File: config.mk
export PLATFORM = sky130hd
export DESIGN_NAME = uart_cmd_ctrl
export DESIGN_NICKNAME = d
export VERILOG_FILES = /design/src/rtl/uart_cmd_ctrl.sv
export SDC_FILE = /design/constraint.sdc
export NUM_CORES = 1
export LEC_CHECK = 0
export CAP_MARGIN = 20
export CORE_MARGIN = 2
export CORE_UTILIZATION = 30
export CTS_BUF_LIST = sky130_fd_sc_hd__clkbuf_8
export CTS_CLUSTER_DIAMETER = 100
export DETAILED_ROUTE_END_ITERATION = 8
export SYNTH_ARGS = -nofsm -noshare
export SYNTH_HDL_FRONTEND = slang
export SYNTH_SLANG_ARGS = --single-unit
File: constraint.sdc
create_clock -name clk -period 2.3 [get_ports clk]
set_input_delay 0.575 -clock clk [delete_from_list [all_inputs] [get_ports clk]]
set_output_delay 0.575 -clock clk [all_outputs]
set_load 0.01 [all_outputs]
File: src/rtl/uart_cmd_ctrl.sv
// -----------------------------------------------------------------------------
// uart_cmd_ctrl
//
// Turns a byte stream from a UART receiver into single register-file writes.
// Frame format:
//   UART_CMD_CHECKSUM_EN defined   : HDR, addr, data, csum
//                                    where csum = (HDR + addr + data) mod 256
//   UART_CMD_CHECKSUM_EN undefined : HDR, addr, data
// Bytes that arrive in IDLE and are not HDR are dropped without an error.
// A frame is abandoned, and an error is flagged, if the gap between two bytes
// inside it runs out, or if its checksum does not match. A byte that arrives
// while a write is still pending is dropped and flagged as an error.
//
// Parameters
//   HDR      frame header byte
//   TIMEOUT  longest allowed inter-byte gap, in clk cycles (must be >= 2)
//
// Ports
//   clk       in   system clock, rising-edge active
//   rstn      in   asynchronous active-low reset
//   rcv       in   one-cycle byte strobe from the UART receiver
//   data      in   received byte, valid while rcv = 1
//   wr_ready  in   register file accepts the pending write
//   wr_en     out  write request, held until wr_ready
//   wr_addr   out  write address
//   wr_data   out  write data
//   busy      out  high whenever a frame is in progress or a write is pending
//   err       out  one-cycle pulse per frame error
//   err_cnt   out  saturating count of frame errors
//
// Build option: UART_CMD_CHECKSUM_EN adds the checksum byte and CSUM state.
//
// state | meaning
// ------+---------------------------------------------------------------
// IDLE  | hunting for HDR; everything else is discarded
// ADDR  | header seen, waiting for the address byte
// DATA  | address captured, waiting for the data byte
// CSUM  | data captured, waiting for the checksum byte (option only)
// WRITE | wr_en asserted, waiting for wr_ready
// -----------------------------------------------------------------------------
module uart_cmd_ctrl #(
  parameter logic [7:0] HDR     = 8'hA5,
  parameter int         TIMEOUT = 24000
) (
  input  logic       clk,
  input  logic       rstn,
  input  logic       rcv,
  input  logic [7:0] data,
  input  logic       wr_ready,
  output logic       wr_en,
  output logic [7:0] wr_addr,
  output logic [7:0] wr_data,
  output logic       busy,
  output logic       err,
  output logic [7:0] err_cnt
);

  localparam int GW = (TIMEOUT > 2) ? $clog2(TIMEOUT) : 1;
  localparam logic [GW-1:0] GAP_MAX = GW'(TIMEOUT - 1);

  typedef enum logic [2:0] {
    S_IDLE  = 3'd0,
    S_ADDR  = 3'd1,
    S_DATA  = 3'd2,
`ifdef UART_CMD_CHECKSUM_EN
    S_CSUM  = 3'd3,
`endif
    S_WRITE = 3'd4
  } state_t;

  state_t        state_q, state_d;
  logic [GW-1:0] gap_q, gap_d;
  logic [7:0]    addr_q, addr_d;
  logic [7:0]    data_q, data_d;
  logic          wr_en_q, wr_en_d;
  logic          err_q, err_d;
  logic [7:0]    err_cnt_q, err_cnt_d;

  logic          in_frame;
  logic          timeout_hit;
`ifdef UART_CMD_CHECKSUM_EN
  logic [7:0]    csum_exp;
`endif

  always_ff @(posedge clk or negedge rstn) begin
    if (!rstn) begin
      state_q   <= S_IDLE;
      gap_q     <= '0;
      addr_q    <= 8'h00;
      data_q    <= 8'h00;
      wr_en_q   <= 1'b0;
      err_q     <= 1'b0;
      err_cnt_q <= 8'h00;
    end else begin
      state_q   <= state_d;
      gap_q     <= gap_d;
      addr_q    <= addr_d;
      data_q    <= data_d;
      wr_en_q   <= wr_en_d;
      err_q     <= err_d;
      err_cnt_q <= err_cnt_d;
    end
  end

  always_comb begin
    state_d     = state_q;
    addr_d      = addr_q;
    data_d      = data_q;
    err_d       = 1'b0;
    in_frame    = (state_q != S_IDLE) && (state_q != S_WRITE);
    // A byte landing on the expiry cycle takes precedence over the timeout.
    timeout_hit = in_frame && !rcv && (gap_q == GAP_MAX);
`ifdef UART_CMD_CHECKSUM_EN
    csum_exp    = HDR + addr_q + data_q;
`endif

    if (!in_frame || rcv || timeout_hit) begin
      gap_d = '0;
    end else begin
      gap_d = gap_q + 1'b1;
    end

    case (state_q)
      S_IDLE: begin
        if (rcv && (data == HDR)) begin
          state_d = S_ADDR;
        end
      end
      S_ADDR: begin
        if (rcv) begin
          addr_d  = data;
          state_d = S_DATA;
        end else if (timeout_hit) begin
          state_d = S_IDLE;
          err_d   = 1'b1;
        end
      end
      S_DATA: begin
        if (rcv) begin
          data_d  = data;
`ifdef UART_CMD_CHECKSUM_EN
          state_d = S_CSUM;
`else
          state_d = S_WRITE;
`endif
        end else if (timeout_hit) begin
          state_d = S_IDLE;
          err_d   = 1'b1;
        end
      end
`ifdef UART_CMD_CHECKSUM_EN
      S_CSUM: begin
        if (rcv) begin
          if (data == csum_exp) begin
            state_d = S_WRITE;
          end else begin
            state_d = S_IDLE;
            err_d   = 1'b1;
          end
        end else if (timeout_hit) begin
          state_d = S_IDLE;
          err_d   = 1'b1;
        end
      end
`endif
      S_WRITE: begin
        // An overrun byte is counted but never disturbs the pending write.
        if (rcv) begin
          err_d = 1'b1;
        end
        if (wr_ready) begin
          state_d = S_IDLE;
        end
      end
      default: begin
        state_d = S_IDLE;
      end
    endcase

    wr_en_d = (state_d == S_WRITE);

    if (err_d && (err_cnt_q != 8'hFF)) begin
      err_cnt_d = err_cnt_q + 8'd1;
    end else begin
      err_cnt_d = err_cnt_q;
    end
  end

  assign wr_en   = wr_en_q;
  assign wr_addr = addr_q;
  assign wr_data = data_q;
  assign busy    = (state_q != S_IDLE);
  assign err     = err_q;
  assign err_cnt = err_cnt_q;

endmodule

# Word-level counts from Yosys, hierarchy flattened
# Index checks and enable logic that the tools add are counted.
dict set report word_totals {
  in_bits 12
  reg_bits 44
}
dict set report op_classes {
  eq_ne 8
  mux 11
  reduce_logical 14
  addsub 2
}
# operator count
set ops {}
lappend ops {{adder 15 x 1 -> 15 bit, second input constant} 1}
lappend ops {{equality test 15 bit, second input constant} 1}
lappend ops {{2-to-1 mux 15 bit} 1}
lappend ops {{2-to-1 mux 3 bit} 5}
lappend ops {{case mux 3 bit (4 select lines)} 1}
lappend ops {{adder 8 x 1 -> 8 bit, second input constant} 1}
lappend ops {{equality test 8 bit, second input constant} 1}
lappend ops {{inequality test 8 bit, second input constant} 1}
lappend ops {{equality test 3 bit, second input constant} 2}
lappend ops {{logical AND 1 bit} 5}
lappend ops {{AND reduction 2 bit} 2}
lappend ops {{equality test 3 x 1 -> 1 bit, second input constant} 1}
lappend ops {{equality test 3 x 2 -> 1 bit, second input constant} 1}
lappend ops {{logical NOT 3 bit} 1}
lappend ops {{2-to-1 mux 1 bit} 3}
lappend ops {{inequality test 3 bit, second input constant} 1}
lappend ops {{nonzero test 3 bit} 1}
lappend ops {{logical NOT 1 bit} 2}
lappend ops {{logical OR 1 bit} 2}
lappend ops {{case mux 1 bit (2 select lines)} 1}
lappend ops {{OR reduction 2 bit} 1}

# Longest topological paths before layout
# Gate-level depths: netlist (run 1).
dict set report depth {
  ltp_word 8
  ltp_mapped 8
}

# Least setup slack after synthesis (run 1)
# Ideal clock, no wire load.
dict set report synth_timing {
  path_kind {register to register}
  startpoint {register gap_q[0]}
  endpoint {register err_cnt_q[6], in the netlist err_cnt[6]}
  arrival_time_ps 1632
  setup_time_ps 128
  stages_incl_launch_ff 8
  path_buffers 1
  path_slack_ps 540
  path_cell_list {dfrtp_1 > ha_1 > buf_2 > nor3b_1 > and4_4 > a21boi_4 > nor3_2 > mux2_1}
}
dict set report synth_via {
  elab_chain_len 6
}
# element line
set synth_lines {}
lappend synth_lines {{from (decl)} 72} ;# logic [GW-1:0] gap_q, gap_d;
lappend synth_lines {{from (signal assigned)} 96} ;# gap_q <= gap_d;
lappend synth_lines {{equality test 15 bit} 112} ;# timeout_hit = in_frame && !rcv && (gap_q == GAP_MAX);
lappend synth_lines {{logical AND 1 bit} 112}
lappend synth_lines {{2-to-1 mux 1 bit} {133, 146}}
lappend synth_lines {{2-to-1 mux 1 bit} 139} ;# if (rcv) begin
lappend synth_lines {{case mux 1 bit (2 select lines)} 123} ;# case (state_q)
lappend synth_lines {{logical AND 1 bit} 182} ;# if (err_d && (err_cnt_q != 8'hFF)) begin
lappend synth_lines {{to (signal assigned)} 101} ;# err_cnt_q <= err_cnt_d;
lappend synth_lines {{to (decl)} 77} ;# logic [7:0] err_cnt_q, err_cnt_d;
# Every way passes these cells.
# A chain may end at the register's enable or synchronous reset.

# Final worst setup path (run 1)
dict set report layout_timing {
  startpoint {register state_q[2]}
  endpoint {output busy}
}
dict set report layout_via {
  elab_chain_len 1
}
# element line
set layout_lines {}
lappend layout_lines {{from (decl)} 71} ;# state_t state_q, state_d;
lappend layout_lines {{from (signal assigned)} 95} ;# state_q <= state_d;
lappend layout_lines {{nonzero test 3 bit} 192} ;# assign busy = (state_q != S_IDLE);
lappend layout_lines {{to (decl)} 53} ;# output logic busy,
# Every way passes these cells.

==> results of run 1 <==
[how the worst min path moves through the flow]
stage	endpoint	cells after the start
final	gap_q[0]	1
after global routing	gap_q[0]	1
after CTS	gap_q[13]	1
after detailed placement	gap_q[0]	1
after global placement	gap_q[0]	1
after floorplan	err	0
[metal layers]
| metal | up-vias | routed length, µm |
|---|---|---|
| li1 | 678 | - |
| met1 | 665 | 1845 |
| met2 | 31 | 1742 |
| met3 | 4 | 192 |
| met4 | 0 | 46 |
| met5 | - | 0 |
[area by class of cell]
type | instances | area (µm²) | share of cell area (%)
clock buffer | 5 | 68.82 | 2.634
clock inverter | 3 | 42.54 | 1.628
inverter | 2 | 7.507 | 0.2874
multi-input combinational | 117 | 859.6 | 32.90
sequential | 44 | 1102 | 42.19
tap | 77 | 96.34 | 3.688
timing repair buffer | 46 | 435.4 | 16.67
[cell families (layout without fill, tap and decap cells)]
kind of cell / count (synthesis) / count (layout)
AOI/OAI and AO/OA: 7 / 7
xor gates and xnor gates: 19 / 19
adders and majority gates: 2 / 2
buffers and inverters: 8 / 56
DFF: 44 / 44
muxes: 19 / 19
and+or+nand+nor: 70 / 70
[power by group through the flow]
stage                     Sequential, mW  Clock (mW)  Combinational [mW]
final                              0.803       0.587               0.113
after global routing               0.806       0.641               0.122
after CTS                          0.804       0.611               0.116
after detailed placement           0.819           0               0.115
after global placement             0.819           0               0.114
after floorplan                    0.826           0              0.0225
[registers in the layout, summed over array words and instances (netlist names)]
name	cells
wr_data	8
err	1
state_q	3
gap_q	15
wr_addr	8
err_cnt	8
wr_en	1
[placed cells by master, fill, tap and decap left out]
| cell | n |
|---|---|
| a21boi_4 | 1 |
| a21oi_1 | 4 |
| and2_1 | 1 |
| and3_1 | 3 |
| and3b_1 | 1 |
| and4_1 | 2 |
| and4_4 | 2 |
| buf_2 | 1 |
| buf_4 | 8 |
| bufinv_16 | 1 |
| clkbuf_8 | 5 |
| clkdlybuf4s50_1 | 37 |
| clkinv_2 | 1 |
| clkinvlp_4 | 1 |
| dfrtp_1 | 43 |
| dfrtp_2 | 1 |
| ha_1 | 2 |
| inv_1 | 2 |
| mux2_1 | 3 |
| mux2_2 | 16 |
| nand2_1 | 10 |
| nand2b_1 | 1 |
| nand3_1 | 8 |
| nand3b_1 | 5 |
| nand4_1 | 3 |
| nor2_1 | 18 |
| nor2_2 | 3 |
| nor2b_1 | 2 |
| nor3_1 | 4 |
| nor3_2 | 2 |
| nor3b_1 | 1 |
| nor3b_2 | 1 |
| nor4bb_1 | 1 |
| o2111ai_1 | 1 |
| o21ai_2 | 1 |
| or3_1 | 1 |
| or3b_2 | 1 |
| xnor2_1 | 2 |
| xor2_1 | 17 |
[worst max-delay path, stage by stage (launching register included)]
cell	delay, ns
dfrtp_2	0.47
or3_1	0.39
clkdlybuf4s50_1	0.49
==> impl_results.md, run 1 <==
* Status: complete, no violations
* Initial antenna violation count at 0
* Met1 usage at 14.97%
* Final setup margin at 0.08128 ns
* RR Endpoint: err_cnt[6]
* CORE AREA at 6386 µm²
* Pleak at 1.185 nW
* Hold_ws at 0.3159 ns
* Fin. max-slew vios at 0
* Crit end category: output pin
* # IOs at 39
* Vias in the first global route at 1373
* Clock skew at 0.007766 ns
* Row count at 29
* WP data required at 1.73 ns
* Post-synthesis compound-gate area fraction at 2.821%
* Synth top area share at 55.17%
* Mux cell area share after synthesis at 10.72%
* RSZ-0062 raised after global routing: false
* Largest net degree at the start of global routing at 32
* Die Height at 85.56 µm
* Worst hold path type: primary input to async pin
* Total congestion overflow at 0
* Relative slew slack at 53.86%
* Met2 GRT Util at 16.48%
* Worst r2r src: gap_q[0]
* Seq pwr share at 53.4%
* Finished Core Util at 40.91%
* Mapped Cells at 169
* Cell area after layout at 2613 µm²
* Fin crit share at 96.47%
* Worst slew pin tran at 0.6920 ns
* Mapped cell area at 1996 µm²
* Setup slack, reg-to-reg at 0.53 ns
* Drt pass-1 iters at 4
* DP Area at 2500 µm²
* Total negative slack at 0 ns
* Max IR drop VDD at 0.0003308 V
* Residual DRC at 0
* Post-Synth XOR/XNOR Area at 8.339%
* Worst r2r path cells at 6
* Most Crowded Layer GR: met2
* CTS sink cnt at 44
* GPL Wtd Cong at 0.7625
* First-pass GRT wire length at 6451 µm
* Port Buffer Count at 38
* CTS Buf Count at 5
* Top-count cell post-synth: dfrtp_1
* DP HPWL at 2764 µm
* DR vias at 1378
* Startpoint Class: flip-flop
* GRT Total Usage at 11.11%
* Clock Path Buffers at 2
* Pre-CTS setup slack at 0.08463 ns
* H-tree levels at 2
* CTS tree: done
* Max frequency at 0.4507 GHz
* Netlist cell types at 33
* Fin nets at 230
* Most common library cells after synthesis: dfrtp_1, nor2_1, xor2_1
* Placed Cells at 286
* Antenna Diode Count at 0
* Share of flip-flops with an asynchronous set or reset at 100.0%
* Synthesized net count at 183
* Starting density of the core at 31.25%
* Switching pwr at 324.0 µW
* DRC violation total after the first TritonRoute iteration at 55
* Final setup violation count at 0
* Layout cells sized above 1 at 20.74%
* Crit path launch: state_q[2]
* Synth top area cells: dfrtp_1, mux2_2, xor2_1
* Adder-cell share of the synthesized area at 1.254%
* Layout area overhead at 30.91%
* Syn avg cell area at 11.81 µm²
* Tmin final at 2.219 ns
* Clk_lat worst skew at 0.29 ns
* Final-report hold violation count at 0
* Clk root buf: clkbuf_8
* Number of synthesized register bits at 44
* M3 GR Usage at 3.850%
* Post-CTS setup buffers at 0
* Post-CTS Hold Buffers at 0
* Final wirelength at 3826 µm
* Synth Area in Simple Gates at 19.94%
* Final Non-Filler Cells at 294
* Number of synthesized flops with an enable pin at 0
* Synth Flop Type: dfrtp_1
* Vias per cell at 4.687
* Main combinational cell family by area after synthesis: simple AND/OR/NAND/NOR gates
* Sw Ratio at 21.55%
* CP endpoint: busy
* Post-synth top area cell: dfrtp_1
* Power Internal at 1.179 mW
* Setup Crit Path Kind: flip-flop to output pin
* Post_cts resized at 0
* PnR Total Power at 1.503 mW
* Worst EP arrival at 1.64 ns
* Antenna Nets Post-Route at 0
* Routed wire length per instance at 13.01 µm
* Yosys warns at 0
* Fill count at 622
* Die area at 7321 µm²
* Max-cap violations at 0
* CP max FO at 8
* Combinational Power Share at 7.5%
* Clock share of power at 39.0%
* Clock-pin slew on the worst setup and hold paths at 0.08 ns
* Sequential fraction of the synthesis area at 55.17%
* Power per cell area at 575.3 nW/µm²
* Die W at 85.56 µm
No activity file was read; power rests on OpenSTA's default activity.
==> run 2, diff against run 1 <==
--- a/config.mk
+++ b/config.mk
@@ -11,6 +11,7 @@
 export CTS_BUF_LIST = sky130_fd_sc_hd__clkbuf_8
 export CTS_CLUSTER_DIAMETER = 100
 export DETAILED_ROUTE_END_ITERATION = 8
+export SKIP_CTS_REPAIR_TIMING = 1
 export SYNTH_ARGS = -nofsm -noshare
 export SYNTH_HDL_FRONTEND = slang
 export SYNTH_SLANG_ARGS = --single-unit
==> results of run 2 <==
Same layout as run 1: the final DEF is identical, and so are final timing and power.
==> run 3, diff against run 2 <==
--- a/config.mk
+++ b/config.mk
@@ -8,7 +8,7 @@
 export CAP_MARGIN = 20
 export CORE_MARGIN = 2
 export CORE_UTILIZATION = 30
-export CTS_BUF_LIST = sky130_fd_sc_hd__clkbuf_8
+export CTS_BUF_LIST = sky130_fd_sc_hd__clkbuf_4 sky130_fd_sc_hd__clkbuf_8 sky130_fd_sc_hd__clkbuf_16
 export CTS_CLUSTER_DIAMETER = 100
 export DETAILED_ROUTE_END_ITERATION = 8
 export SKIP_CTS_REPAIR_TIMING = 1
==> results of run 3 <==
Same layout as run 1: the final DEF is identical, and so are final timing and power.
